## config.mk

```make
export PLATFORM = sky130hd
export DESIGN_NAME = activation_pipe
export DESIGN_NICKNAME = d
export VERILOG_FILES = /design/src/rtl/activation_pkg.sv /design/src/rtl/activation_lane.sv /design/src/rtl/activation_pipe.sv
export SDC_FILE = /design/constraint.sdc
export NUM_CORES = 1
export LEC_CHECK = 0
export CORE_ASPECT_RATIO = 0.5
export CORE_MARGIN = 1.5
export CORE_UTILIZATION = 45
export CTS_CLUSTER_SIZE = 25
export DETAILED_ROUTE_END_ITERATION = 6
export GPL_ROUTABILITY_DRIVEN = 0
export MAX_ROUTING_LAYER = met4
export PLACE_DENSITY_LB_ADDON = 0.1
export SKIP_CTS_REPAIR_TIMING = 1
export SYNTH_ARGS = -nofsm -noshare
export SYNTH_HDL_FRONTEND = slang
export SYNTH_HIERARCHICAL = 1
export SYNTH_SLANG_ARGS = --single-unit
```

## constraint.sdc

```tcl
create_clock -name clk -period 3.1 [get_ports clk]
set_input_delay 0.93 -clock clk [delete_from_list [all_inputs] [get_ports clk]]
set_output_delay 0.93 -clock clk [all_outputs]
set_load 0.01 [all_outputs]
```

## src/rtl/activation_pkg.sv

```systemverilog
// activation_pkg: shared types and helpers for the activation pipeline.
// Holds the activation mode encoding and the output clamp bound helpers.
package activation_pkg;

    typedef enum logic [1:0] {
        ACT_RELU  = 2'd0,
        ACT_LEAKY = 2'd1,
        ACT_IDENT = 2'd2,
        ACT_RSVD  = 2'd3
    } act_mode_t;

    // Largest value representable in a signed dw-bit word.
    function automatic int clamp_hi(int dw);
        return (1 << (dw - 1)) - 1;
    endfunction

    // Smallest value representable in a signed dw-bit word.
    function automatic int clamp_lo(int dw);
        return -(1 << (dw - 1));
    endfunction

endpackage

```

## src/rtl/activation_lane.sv

```systemverilog
// activation_lane: one channel of the activation datapath.
// Ports: clk/reset; ld1/ld2 stage loads; mode (stage-1 beat mode);
// sum in; data/sat registered clamped activation and saturation flag.
module activation_lane
    import activation_pkg::*;
#(
    parameter int sumWidth  = 16,
    parameter int dataWidth = 8,
    parameter int fracShift = 0,
    parameter int leakShift = 3
) (
    input  logic                 clk,
    input  logic                 reset,
    input  logic                 ld1,
    input  logic                 ld2,
    input  act_mode_t            mode,
    input  logic [sumWidth-1:0]  sum,
    output logic [dataWidth-1:0] data,
    output logic                 sat
);

    localparam logic signed [sumWidth-1:0] hi =
        sumWidth'(clamp_hi(dataWidth));
    localparam logic signed [sumWidth-1:0] lo =
        sumWidth'(clamp_lo(dataWidth));

    logic signed [sumWidth-1:0] s1;
    logic signed [sumWidth-1:0] a;
    logic [dataWidth-1:0]       d2;
    logic                       s2;

    always_comb begin
        a = s1;
        case (mode)
            ACT_LEAKY: a = s1[sumWidth-1] ? (s1 >>> leakShift) : s1;
            ACT_IDENT: a = s1;
            default:   a = s1[sumWidth-1] ? '0 : s1;
        endcase
    end

    // Full-width signed compare, so large sums never wrap into range.
    always_comb begin
        d2 = a[dataWidth-1:0];
        s2 = 1'b0;
        if (a > hi) begin
            d2 = hi[dataWidth-1:0];
            s2 = 1'b1;
        end else if (a < lo) begin
            d2 = lo[dataWidth-1:0];
            s2 = 1'b1;
        end
    end

    always_ff @(posedge clk) begin
        if (reset) begin
            s1   <= '0;
            data <= '0;
            sat  <= 1'b0;
        end else begin
            if (ld1) s1 <= $signed(sum) >>> fracShift;
            if (ld2) begin
                data <= d2;
                sat  <= s2;
            end
        end
    end

endmodule

```

## src/rtl/activation_pipe.sv

```systemverilog
// activation_pipe: two-stage rescale/activate/clamp pipe with backpressure.
// Ports: clk, reset; inValid/inReady/mode/sumIn input beat;
// outValid/outReady/dataOut/satOut output beat; satClear/satCount counter.
module activation_pipe
    import activation_pkg::*;
#(
    parameter int sumWidth  = 16,
    parameter int dataWidth = 8,
    parameter int numLanes  = 4,
    parameter int fracShift = 0,
    parameter int leakShift = 3,
    parameter int cntWidth  = 16
) (
    input  logic                          clk,
    input  logic                          reset,
    input  logic                          inValid,
    output logic                          inReady,
    input  logic [1:0]                    mode,
    input  logic [numLanes*sumWidth-1:0]  sumIn,
    output logic                          outValid,
    input  logic                          outReady,
    output logic [numLanes*dataWidth-1:0] dataOut,
    output logic [numLanes-1:0]           satOut,
    input  logic                          satClear,
    output logic [cntWidth-1:0]           satCount
);

    logic      v1, v2;
    logic      en1, en2;
    logic      ld1, ld2;
    logic      inc;
    act_mode_t m1;

    // A stage advances when it is empty or its successor advances.
    assign en2      = !v2 || outReady;
    assign en1      = !v1 || en2;
    assign inReady  = en1;
    assign ld1      = en1 && inValid;
    assign ld2      = en2 && v1;
    assign outValid = v2;
    assign inc      = v2 && outReady && (|satOut);

    always_ff @(posedge clk) begin
        if (reset) begin
            v1 <= 1'b0;
            v2 <= 1'b0;
            m1 <= ACT_RELU;
        end else begin
            if (en1) v1 <= inValid;
            if (ld1) m1 <= act_mode_t'(mode);
            if (en2) v2 <= v1;
        end
    end

    // Clear has priority; the count sticks at all-ones.
    always_ff @(posedge clk) begin
        if (reset || satClear) begin
            satCount <= '0;
        end else if (inc && !(&satCount)) begin
            satCount <= satCount + cntWidth'(1);
        end
    end

    for (genvar i = 0; i < numLanes; i++) begin : g_lane
        activation_lane #(
            .sumWidth (sumWidth),
            .dataWidth(dataWidth),
            .fracShift(fracShift),
            .leakShift(leakShift)
        ) u_lane (
            .clk  (clk),
            .reset(reset),
            .ld1  (ld1),
            .ld2  (ld2),
            .mode (m1),
            .sum  (sumIn[i*sumWidth +: sumWidth]),
            .data (dataOut[i*dataWidth +: dataWidth]),
            .sat  (satOut[i])
        );
    end

endmodule

```

==> metrics.cfg <==
[outcome]
status = finished, final reports clean

[pwr]
fin_total_pwr_uw = 4290
p_leak_uw = 0.00305
powerDensity_nw_per_um2 = 541
vdd_drop_max_mv = 0.306

[synth]
syn_nets = 739
synth_top_family_by_area = compound AO/OA/AOI/OAI gates
synth_compound_area_share_pct = 21.3
synth_seq_cells = 120
syn_area_per_cell_sq_um = 9.04
synthAdderAreaFrac_pct = 2.75
synthCells = 655
synth-xor-area-share_pct = 0
ys.flop_type = dfxtp_1
synthTopCellsByArea = dfxtp_1, mux2i_1, nor2_1, a22o_1, a211oi_1
synth.distinct_cells = 51
yosysWarnings = 6
synthSimpleGateAreaFrac_pct = 19.9
synth_area_sq_um = 5920
synth_edf_count = 0
muxShareOfSynthArea_pct = 11.8
synth_top_area_cell = dfxtp_1
synth-seq-area-share_pct = 40.5
ys_async_sr_fraction_pct = 0
synth.top_cell.area_share_pct = 40.5

[routing]
wirelength_um = 14000
vias_per_cell = 5.51
wl_per_cell_um = 14.7
drt_first_pass_iters = 4
vias = 5265
ant_nets = 0
route.detailed.drc = 0
drtIter0Drc = 266

[cts]
clockBufferDepth = 2
tritoncts = done
cts.root.buffer_cell = clkbuf_16
clk_latency_ns = 0.40
cts.clk_slew.worst_paths_ns = 0.05
numClockSinks = 120
numCtsBuffers = 17
htreeDepth = 4

[floorplan]
io_pins = 125
die_h_um = 84.1
chipWidth_um = 165
row_count = 29
core-area_sq_um = 12800
dieArea_sq_um = 13900
start_util_pct = 46.4

[setup_path]
cp_max_fo = 5
r2r_setup_slack_ns = 0.21
startpoint_type = input pin
rr_worst_depth = 7
crit_required_ns = 2.17
regToRegStartpoint = m1[1]
r2r-end = g_lane[1].u_lane/data[3]
end_kind = output pin
path_class = in2out
arrival_ns = 1.99

[grt]
grt_pass1_vias = 4813
antenna_found_initial = 0
grt_first_pass_wirelength_um = 23500
grt.total_usage_pct = 21.6
grt_max_degree = 76
grt_overflow = 0

[sta]
rsz0062_at_grt = no
final.setup.tns_ns = 0
period_share_pct = 94.1
max_slew.worst_pin.slew_ns = 0.778
relSlewSlack_pct = 48.1
finalClockSkew_ns = 0.00906
drv_slew = 0
period_minus_slack_ns = 2.92
max_freq_ghz = 0.343
hold_violations = 0
setup_viol = 0

[worst_hold_path]
worstHoldStart = g_lane[0].u_lane/data[7]
hp-class = reg2reg
min_to = g_lane[0].u_lane/data[7]
worstHoldPathCells = 2

[placed_design]
hpwl_um = 9870
place_area_sq_um = 7300
io_buffers = 124

[layout]
syn2layout_area_growth_pct = 33.7
drive_gt1_share_pct = 7.52
final_common_cell = clkdlybuf4s50_1
nNetsFinal = 857
stdcell_area_sq_um = 7920
nFillCells = 1136
final_cell_mix = clkdlybuf4s50_1, dfxtp_1, nor2_1
n_antenna_cell = 0

[run]
maxCapViolations = 0

## state kept, by name (all words and copies together) (netlist names)
name                flops
g_lane.u_lane/sat       4
v1                      1
outValid                1
g_lane.u_lane/s1       64
satCount               16
g_lane.u_lane/data     32
m1                      2
## where the power goes
group | switching [uW] | leakage, uW | internal, uW
registers | 79.9 | 0.000987 | 1630
clock network | 732 | 0.000282 | 1270
logic | 266 | 0.00179 | 311
total | 1080 | 0.00305 | 3210
## worst max-delay path by stage
stage,start,end,slack (ns),cells after the start
CTS,outReady,inReady,-0.17,3
global placement,outReady,inReady,-0.17,3
finish,outReady,inReady,0.18,3
floorplan,m1[0],g_lane[0].u_lane/data[0],0.42,9
detailed placement,outReady,inReady,-0.15,3
global route,m1[1],g_lane[3].u_lane/data[1],0.01,7
## critical path: stages
cell	delay [ns]
clkdlybuf4s50_1	0.50
nand3b_1	0.32
dlymetal6s2s_1	0.24
## metal layers
| layer | GRT usage (%) | part of all wire (%) |
|---|---|---|
| met3 | 4.05 | 3.9 |
| met1 | 29.4 | 51 |
| met2 | 32.5 | 45 |
| met5 | - | 0 |
| met4 | 6.22 | 0.59 |
## cell type report
class | count | area, sq um | area share (%)
Clock buffer | 17 | 425 | 5.37
Clock inverter | 14 | 178 | 2.24
Inverter | 14 | 53.8 | 0.679
Multi-Input combinational cell | 486 | 3310 | 41.8
Sequential cell | 120 | 2400 | 30.3
Tap cell | 170 | 213 | 2.68
Timing Repair Buffer | 134 | 1340 | 16.9
## stage by stage
step | util (%) | setup WS [ns] | hold WS (ns) | instances
final | 62.0 | 0.182 | 0.474 | 955
after global routing | 62.0 | 0.0108 | 0.506 | 955
after CTS | 61.9 | -0.174 | 0.477 | 953
after detailed placement | 57.2 | -0.155 | 0.468 | 922
after global placement | 57.2 | -0.168 | 0.463 | 922
after floorplan | - | 0.415 | 0.455 | 655
## synth_stat cells, types with 6 or more instances
cell type,instances
clkbuf_1,29
mux2i_1,70
a22o_1,36
a21oi_1,18
a211oi_1,32
nor4_1,10
ha_1,13
o21ai_0,20
nor2b_1,10
nand3_1,9
nand2_1,63
or2_1,8
a221o_1,8
inv_1,14
nor2_1,102
or3_1,6
dfxtp_1,120
nand4_1,6
## kinds of logic (layout without fill, tap and decap cells)
group,after synthesis,count (layout)
muxes,70,70
AOI/OAI and AO/OA,157,157
and+or+nand+nor,246,246
buffers and inverters,49,179
DFF,120,120
adders and majority gates,13,13
No activity file was read; power rests on OpenSTA's default activity.
